`config.mk`:
```
export PLATFORM = sky130hd
export DESIGN_NAME = steering_scan_ctrl
export DESIGN_NICKNAME = d
export VERILOG_FILES = /design/src/rtl/steering_scan_ctrl.sv
export SDC_FILE = /design/constraint.sdc
export NUM_CORES = 1
export LEC_CHECK = 0
export ABC_AREA = 1
export BUFFER_PORTS_ARGS = -buffer_cell sky130_fd_sc_hd__buf_4
export CORE_ASPECT_RATIO = 0.75
export CORE_UTILIZATION = 55
export CTS_BUF_LIST = sky130_fd_sc_hd__clkbuf_4
export CTS_CLUSTER_SIZE = 14
export DETAILED_ROUTE_END_ITERATION = 8
export GPL_TIMING_DRIVEN = 0
export PLACE_DENSITY = 0.8
export SYNTH_ARGS = -nofsm -noshare
export SYNTH_HDL_FRONTEND = slang
export SYNTH_SLANG_ARGS = --single-unit
export TNS_END_PERCENT = 5
```
`constraint.sdc`:
```
create_clock -name clk -period 4.31 [get_ports clk]
set_input_delay 0.431 -clock clk [delete_from_list [all_inputs] [get_ports clk]]
set_output_delay 0.431 -clock clk [all_outputs]
set_load 0.02 [all_outputs]
```
`src/rtl/steering_scan_ctrl.sv`:
```
// Steered-response-power scan: steps the beamformer over a h/v angle grid, integrates output
// energy per point and reports the strongest point. Define STEER_POINT_STREAM_EN for a per-point energy stream.
module steering_scan_ctrl #(
    parameter int BIT_WIDTH      = 8,
    parameter int HORI_STEPS     = 5,
    parameter int VERT_STEPS     = 5,
    parameter int ANGLE_STRIDE   = 1,
    parameter int EN_HIGH_CYCLES = 4,
    parameter int SETTLE_CYCLES  = 64,
    parameter int WINDOW_LEN     = 256,
    parameter int ACC_WIDTH      = 2*BIT_WIDTH + $clog2(WINDOW_LEN)
) (
    input  logic                 clk,
    input  logic                 rst_n,
    input  logic                 start,
    input  logic                 abort,
    input  logic                 sample_valid,
    input  logic [BIT_WIDTH-1:0] delay_sum_data_in,
    output logic                 steering_angle_en_async,
    output logic [7:0]           steering_angle_hori,
    output logic [7:0]           steering_angle_vert,
    output logic                 busy,
    output logic                 done,
    output logic [7:0]           best_hori,
    output logic [7:0]           best_vert,
    output logic [ACC_WIDTH-1:0] best_energy
`ifdef STEER_POINT_STREAM_EN
    ,
    output logic                 point_valid,
    output logic [7:0]           point_hori,
    output logic [7:0]           point_vert,
    output logic [ACC_WIDTH-1:0] point_energy
`endif
);

    localparam int CNT_MAX0 = (EN_HIGH_CYCLES > SETTLE_CYCLES) ? EN_HIGH_CYCLES : SETTLE_CYCLES;
    localparam int CNT_MAX  = (CNT_MAX0 > WINDOW_LEN) ? CNT_MAX0 : WINDOW_LEN;
    localparam int CNT_W    = $clog2(CNT_MAX + 1);
    localparam int IDX_W    = 16;

    typedef enum logic [2:0] {IDLE, PULSE, SETTLE, MEASURE, COMPARE, DONE} state_t;

    state_t                   state_reg, state_next;
    logic [CNT_W-1:0]         cnt_reg;
    logic [IDX_W-1:0]         h_reg, v_reg, h_adv, v_adv;
    logic [ACC_WIDTH-1:0]     acc_reg, best_acc_reg;
    logic [7:0]               best_h_reg, best_v_reg;
    logic                     best_valid_reg;
    logic                     h_last, v_last, better;
    logic signed [2*BIT_WIDTH-1:0] sample_ext;
    logic [2*BIT_WIDTH-1:0]   sample_sq;

    function automatic logic [7:0] to_angle(input logic [IDX_W-1:0] idx);
        return 8'(32'(idx) * 32'(ANGLE_STRIDE));
    endfunction

    // Sign-extend before squaring so the low 2*BIT_WIDTH product bits are the exact square.
    assign sample_ext = {{BIT_WIDTH{delay_sum_data_in[BIT_WIDTH-1]}}, delay_sum_data_in};
    assign sample_sq  = sample_ext * sample_ext;

    assign h_last = (h_reg == IDX_W'(HORI_STEPS - 1));
    assign v_last = (v_reg == IDX_W'(VERT_STEPS - 1));
    assign h_adv  = h_last ? '0 : h_reg + IDX_W'(1);
    assign v_adv  = h_last ? v_reg + IDX_W'(1) : v_reg;
    assign better = !best_valid_reg || (acc_reg > best_acc_reg);

    always_ff @(posedge clk or negedge rst_n) begin
        if (!rst_n) state_reg <= IDLE;
        else        state_reg <= state_next;
    end

    always_comb begin
        state_next              = state_reg;
        busy                    = (state_reg != IDLE);
        done                    = (state_reg == DONE);
        steering_angle_en_async = (state_reg == PULSE);
        if (abort) begin
            state_next = IDLE;
        end else begin
            case (state_reg)
                IDLE:    if (start) state_next = PULSE;
                PULSE:   if (cnt_reg == CNT_W'(EN_HIGH_CYCLES - 1)) state_next = SETTLE;
                SETTLE:  if (cnt_reg == CNT_W'(SETTLE_CYCLES - 1)) state_next = MEASURE;
                MEASURE: if (sample_valid && cnt_reg == CNT_W'(WINDOW_LEN - 1)) state_next = COMPARE;
                COMPARE: state_next = (h_last && v_last) ? DONE : PULSE;
                DONE:    state_next = IDLE;
                default: state_next = IDLE;
            endcase
        end
    end

    always_ff @(posedge clk or negedge rst_n) begin
        if (!rst_n) begin
            cnt_reg             <= '0;
            h_reg               <= '0;
            v_reg               <= '0;
            acc_reg             <= '0;
            best_acc_reg        <= '0;
            best_h_reg          <= '0;
            best_v_reg          <= '0;
            best_valid_reg      <= 1'b0;
            steering_angle_hori <= '0;
            steering_angle_vert <= '0;
            best_hori           <= '0;
            best_vert           <= '0;
            best_energy         <= '0;
        end else if (!abort) begin
            case (state_reg)
                IDLE: if (start) begin
                    h_reg               <= '0;
                    v_reg               <= '0;
                    cnt_reg             <= '0;
                    best_valid_reg      <= 1'b0;
                    best_acc_reg        <= '0;
                    best_h_reg          <= '0;
                    best_v_reg          <= '0;
                    steering_angle_hori <= '0;
                    steering_angle_vert <= '0;
                end
                PULSE: cnt_reg <= (cnt_reg == CNT_W'(EN_HIGH_CYCLES - 1)) ? '0 : cnt_reg + CNT_W'(1);
                SETTLE: begin
                    if (cnt_reg == CNT_W'(SETTLE_CYCLES - 1)) begin
                        cnt_reg <= '0;
                        acc_reg <= '0;
                    end else begin
                        cnt_reg <= cnt_reg + CNT_W'(1);
                    end
                end
                MEASURE: if (sample_valid) begin
                    acc_reg <= acc_reg + ACC_WIDTH'(sample_sq);
                    cnt_reg <= cnt_reg + CNT_W'(1);
                end
                COMPARE: begin
                    cnt_reg <= '0;
                    if (better) begin
                        best_acc_reg   <= acc_reg;
                        best_h_reg     <= steering_angle_hori;
                        best_v_reg     <= steering_angle_vert;
                        best_valid_reg <= 1'b1;
                    end
                    if (h_last && v_last) begin
                        // Results are published together with the done pulse; angles stay on the last point.
                        best_energy <= better ? acc_reg : best_acc_reg;
                        best_hori   <= better ? steering_angle_hori : best_h_reg;
                        best_vert   <= better ? steering_angle_vert : best_v_reg;
                    end else begin
                        h_reg               <= h_adv;
                        v_reg               <= v_adv;
                        steering_angle_hori <= to_angle(h_adv);
                        steering_angle_vert <= to_angle(v_adv);
                    end
                end
                default: ;
            endcase
        end
    end

`ifdef STEER_POINT_STREAM_EN
    assign point_valid  = (state_reg == COMPARE);
    assign point_hori   = point_valid ? steering_angle_hori : '0;
    assign point_vert   = point_valid ? steering_angle_vert : '0;
    assign point_energy = point_valid ? acc_reg : '0;
`endif

endmodule

```
==> out/qor.yml, run 1 <==
power_and_ir_drop:
  ir_worst_vdd_v: 0.000752
  switching_share_pct: 50.5
  power_frac_comb_pct: 72.5
  power.density_nw_per_um2: 710
  internal_power_uw: 4750
  clockPowerShare_pct: 10.1
  power.leakage_uw: 0.00709
  p_seq_share_pct: 17.4
  power.switching_uw: 4840
  power_uw: 9580
placed_design:
  portBuffers: 68
  place_congestion: 0.959
  post-dp-hpwl_um: 22400
  place_area_um2: 12600
global_routing:
  overflow: 0
  grt_pass1_wl_um: 49000
  grt_pass1_vias: 9886
  grt_use_total_pct: 28.8
  grt_max_degree: 99
  antenna_found_initial: 1
routing:
  drc_errors: 0
  postRouteWirelength_um: 29800
  routed_via_density: 5.46
  first_iter_violations: 1021
  num_vias: 10538
  first_pass_iters: 6
  wire_per_inst_um: 15.4
  ant_nets: 0
critical_path:
  critical-path-max-stage-delay_ps: 520
  timing.rr.start: "acc_reg[15]"
  reg2reg_depth: 11
  worstSetupPathType: "in2reg"
  arrival_ps: 5190
  crit_path_start_kind: "input pin"
  cp-end-kind: "flop"
  r2r-end: "best_energy[23]"
  cp_max_fo: 6
  rrSetupSlack_ps: 1580
  slowest_stage: "fa_1"
  required_ps: 4780
clocking:
  numCtsBuffers: 17
  cts_max_level: 4
  insertion_delay_ps: 570
  clock_path_buffers: 2
  cts.clk_slew.worst_paths_ps: 130
  cts_tree: "yes"
  clock-sinks: 149
  cts-root-buf: "clkbuf_4"
timing:
  slew_viol_final: 0
  finalHoldWorstSlack_ps: 241
  slew_headroom_pct: 57.5
  hold_violations: 0
  min_period_over_period_pct: 110
  setup_slack_ps: -411
  fmax_mhz: 212
  period_needed_ps: 4720
  clock_skew_ps: 25.5
  setup_viol: 14
  rsz0062_at_grt: "true"
  tightest_slew_ps: 637
  setup_tns_ps: -4280
layout:
  post-route-cell-area_um2: 13500
  fillerInstances: 1708
  drive_above_1_share_pct: 18.7
  final_nets: 1788
  area_growth_pct: 18.8
  final_util_pct: 66.8
  layout_commonest_cell: "nand2_1"
  seqCellArea_um2: 3730
  final_cell_mix: "nand2_1 (395), inv_1 (233), nand3_1 (184)"
  multi_input_area_um2: 6930
worst_hold_path:
  min-delay-start: "abort"
  hold_class: "in2reg"
  hold_path_end: "state_reg[2]"
  hold_depth: 4
yosys:
  ys_types: 44
  synth_edf_count: 0
  synth_top_flop_cell: "dfrtp_1"
  yosys_warnings: 0
  ys_async_sr_fraction_pct: 100
  synth_area_per_cell_um2: 7.34
  synth_cells: 1549
  ys_seq_area_share_pct: 32.8
  syn_nets: 1680
  netlist_area_um2: 11400
  ys_ff_latch: 149
outcome:
  status: "finished with violations"
  failed_checks: "negative setup slack"
floorplan:
  fp.dieArea_um2: 21200
  die_y_um: 126
  core_area_um2: 20200
  rows: 45
  io_pins: 72
  die_w_um: 168
  initial_core_util_pct: 56.2
flow_run:
  cap_violations: 0
## stage by stage
| step | setup slack, ps | std cells |
|---|---|---|
| 2_1_floorplan | -528 | 1549 |
| 3_3_place_gp | -1290 | 1875 |
| 3_5_place_dp | -1360 | 1876 |
| 4_1_cts | -321 | 1923 |
| 5_1_grt | -650 | 1929 |
| 6_report | -411 | 1929 |
## per-layer routing
layer,vias to the layer above,GRT usage [%],share of wire [%]
li1,5121,-,-
met1,4955,43.4,47
met2,424,42.6,44
met3,38,6.08,7.8
met4,0,6.26,1.3
met5,-,0,0
## worst max path at each step
stage	start	end	slack (ps)	cells past startpoint
floorplan	delay_sum_data_in[4]	acc_reg[19]	-530	25
global placement	delay_sum_data_in[0]	acc_reg[19]	-1290	30
detailed placement	delay_sum_data_in[0]	acc_reg[19]	-1360	30
CTS	delay_sum_data_in[7]	acc_reg[23]	-320	25
global route	delay_sum_data_in[3]	acc_reg[18]	-650	29
finish	delay_sum_data_in[3]	acc_reg[19]	-410	26
## power groups by stage
stage | clock network (uW) | registers (uW) | logic (uW)
after detailed placement | 0 | 1680 | 5160
final | 968 | 1670 | 6950
after floorplan | 0 | 1630 | 3990
after global placement | 0 | 1670 | 5050
after CTS | 979 | 1660 | 6070
after global routing | 1050 | 1690 | 7640
## critical path, delay by kind of cell
kind / cells / cell delay [ps]
AO/OA/AOI/OAI: 7 / 1120
XOR/XNOR: 1 / 220
buffers and inverters: 7 / 550
adder cells (fa/ha/maj): 6 / 2430
AND/OR/NAND/NOR: 5 / 400
## cell type report
type | count | share of cell area (%)
multi-input cells | 1075 | 51.3
flip-flops and latches | 149 | 27.6
inverters | 260 | 7.29
repair buffers | 91 | 5.42
plain buffers | 63 | 3.64
well taps | 258 | 2.39
clock inverters | 14 | 1.32
clock buffers | 18 | 1.00
diodes | 1 | 0.0185
## cell usage after synthesis, types with 4 or more instances
master	count	area [um2]
o22ai_1	6	37.5
buf_1	6	22.5
ha_1	74	926
fa_1	44	881
buf_2	15	75.1
o21ai_0	45	225
xor2_1	26	228
nand3_1	189	946
clkbuf_1	21	78.8
a21oi_1	58	290
xnor2_1	13	114
nand4_1	25	156
buf_6	6	67.6
nand2_1	418	1570
inv_2	6	22.5
nor2_2	4	25.0
a21o_1	4	30.0
or2_2	4	25.0
nor2_1	84	315
inv_1	253	950
o21ai_1	18	90.1
nand2_2	5	31.3
nor3_1	26	130
buf_4	17	128
dfrtp_1	149	3730
## timing repair
item | CTS | global route
pin swaps | 59 | 36
gates resized for setup | 65 | 43
endpoints found under the hold margin | 51 | 0
hold buffers | 1 | 0
cloned | 1 | 0
buffers inserted | 15 | 5
setup endpoints to repair | 15 | 17
## logic make-up after synthesis
| logic type | synth area share (%) |
|---|---|
| compound gates | 6.99 |
| simple gates | 29.4 |
| xor+xnor | 3.01 |
| fa+ha+maj | 15.9 |
| buf+inv | 11.9 |
| flops | 32.8 |
(Power assumes the default switching activity.)
==> inputs of run 2 (changes only) <==
RECOVER_POWER = 25   (was default)
==> run 2 against run 1 <==
  * Critical endpoint is now acc_reg[18]
  * Worst hold slack worse by 10 ps
  * Clock-buffer cell count stayed put
  * First-iteration DRC count is 6.6% higher
  * Utilization is 0.14 points lower
  * Non-clock buffer count stayed put
  * Sequential power hardly changed
  * The flow finishes with violations (max-capacitance violations, max-slew violations, negative setup slack)
==> out/qor.yml, run 2 (same netlist as run 1, synthesis figures left out) <==
global_routing:
  overflow: 0  # unchanged
  grt_max_degree: 99  # unchanged
  antenna_found_initial: 1  # unchanged
  grt_use_total_pct: 28.8  # unchanged
  grt_pass1_vias: 9886  # unchanged
  grt_pass1_wl_um: 49000  # unchanged
timing:
  setup_tns_ps: -4090  # +194 ps
  rsz0062_at_grt: "true"
  slew_headroom_pct: -79.3  # -140 points
  min_period_over_period_pct: 109  # -0.21 points
  slew_viol_final: 53  # +53
  hold_violations: 0  # unchanged
  fmax_mhz: 212  # +0.19%
  finalHoldWorstSlack_ps: 230  # -10.2 ps
  tightest_slew_ps: 2690  # +2050 ps
  setup_slack_ps: -402  # +9.11 ps
  setup_viol: 14  # unchanged
  clock_skew_ps: 26.7  # +1.15 ps
  period_needed_ps: 4710  # -9.11 ps
critical_path:
  worstSetupPathType: "in2reg"
  worst_path_most_repeated_cell: "fa_1"
  critical-path-max-stage-delay_ps: 520  # about the same
  slowest_stage: "fa_1"
  arrival_ps: 5180  # about the same
  crit_path_start_kind: "input pin"
  cp-end-kind: "flop"
  critPathBufInv: 6  # -1
  critPathTopFamily: "adder cells"
  rrSetupSlack_ps: 1620  # +40 ps
  required_ps: 4780  # about the same
  cp_max_fo: 6  # unchanged
routing:
  postRouteWirelength_um: 29800  # about the same
  routed_via_density: 5.47  # about the same
  first_pass_iters: 6  # unchanged
  first_iter_violations: 1088  # +6.6%
  drc_errors: 0  # unchanged
  num_vias: 10547  # +0.085%
  wire_per_inst_um: 15.4  # about the same
  ant_nets: 0  # unchanged
power_and_ir_drop:
  power_uw: 9590  # about the same
  ir_worst_vdd_v: 0.000754  # +0.34%
  power.leakage_uw: 0.00708  # -0.18%
  power_frac_comb_pct: 72.4  # about the same
  power.switching_uw: 4840  # +0.11%
  p_seq_share_pct: 17.4  # about the same
  clockPowerShare_pct: 10.1  # about the same
  internal_power_uw: 4740  # about the same
  switching_share_pct: 50.5  # +0.051 points
  power.density_nw_per_um2: 711  # +0.21%
clocking:
  cts_max_level: 4  # unchanged
  clock-sinks: 149  # unchanged
  numCtsBuffers: 17  # unchanged
  cts-root-buf: "clkbuf_4"
  cts_tree: "yes"
  cts.clk_slew.worst_paths_ps: 130  # about the same
  clock_path_buffers: 2  # unchanged
  insertion_delay_ps: 580  # about the same
placed_design:
  portBuffers: 68  # unchanged
  dp_cells: 1876  # unchanged
  place_congestion: 0.959  # unchanged
  post-dp-hpwl_um: 22400  # unchanged
layout:
  finalNonFillerCells: 1929  # unchanged
  drive_above_1_share_pct: 18.6  # -0.060 points
  area_growth_pct: 18.6
  layout_commonest_cell: "nand2_1"
  fillerInstances: 1710  # +0.12%
  final_nets: 1788  # unchanged
  final_cell_mix: "nand2_1 (395), inv_1 (233), nand3_1 (184)"
floorplan:
  fp.dieArea_um2: 21200  # unchanged
  die_w_um: 168  # unchanged
  die_y_um: 126  # unchanged
  rows: 45  # unchanged
  io_pins: 72  # unchanged
  core_area_um2: 20200  # unchanged
  initial_core_util_pct: 56.2  # unchanged
flow_run:
  cap_violations: 1  # +1
worst_hold_path:
  hold_class: "in2reg"
outcome:
  failed_checks: "max-capacitance violations, max-slew violations, negative setup slack"
  status: "finished with violations"
run 2: cell count changes in the layout (fill, tap and decap cells not counted):
cell / before / now
clkbuf_1: 13 / 14
buf_6: 10 / 9
clkbuf_4: 18 / 19
buf_16: 1 / 0
run 2: timing repair:
item,CTS,global route
gates resized for setup,65,43
hold buffers,1,0
pin swaps,59,36
hold endpoints to repair,51,0
cloned,1,0
setup buffers,15,5
setup endpoints to repair,15,17
run 2: routing by layer:
metal	up-vias	track usage, %	wire length (um)
met1	4987	43.4	14200
met5	-	0	0
met3	32	6.08	2300
met2	405	42.6	13000
li1	5123	-	-
met4	0	6.26	366
run 2: worst min-delay path: cells and delay by family:
family,cells,cell delay (ps)
buffers and inverters,3,230
AND/OR/NAND/NOR,1,110
run 2: layout make-up:
class	count	area [um2]	area share [%]
clock buffer	18	135	1.00
antenna	1	2.50	0.0186
inverter	260	985	7.31
sequential	149	3730	27.7
timing repair buffer	91	704	5.23
clock inverter	14	178	1.32
buffer	63	492	3.65
multi-input combinational	1075	6930	51.4
tap	258	323	2.40
run 2: power by group through the flow:
stage | clock network, uW | registers [uW] | logic (uW)
2_1_floorplan | 0 | 1630 | 3990
3_3_place_gp | 0 | 1670 | 5050
3_5_place_dp | 0 | 1680 | 5160
4_1_cts | 979 | 1660 | 6070
5_1_grt | 1050 | 1690 | 7640
6_report | 971 | 1670 | 6940
run 2: path summary, 6_finish.rpt:
| check | startpoint | endpoint | depth (start not counted) |
|---|---|---|---|
| max | delay_sum_data_in[3] | acc_reg[18] | 25 |
| min | abort | state_reg[2] | 4 |
| max reg2reg | acc_reg[15] | best_energy[23] | 11 |
| min reg2reg | best_energy[23] | best_energy[23] | 2 |
| max in group asynchronous | rst_n | best_hori[3] | 3 |
| min in group asynchronous | rst_n | acc_reg[14] | 2 |
run 2: metrics by stage:
step                      instance area (um2)  util (%)  setup slack (ps)
after detailed placement                12600      62.4             -1360
after CTS                               13300      65.8              -321
after floorplan                         11800         -              -528
final                                   13500      66.7              -402
after global placement                  12600      62.3             -1290
after global routing                    13500      66.7              -650
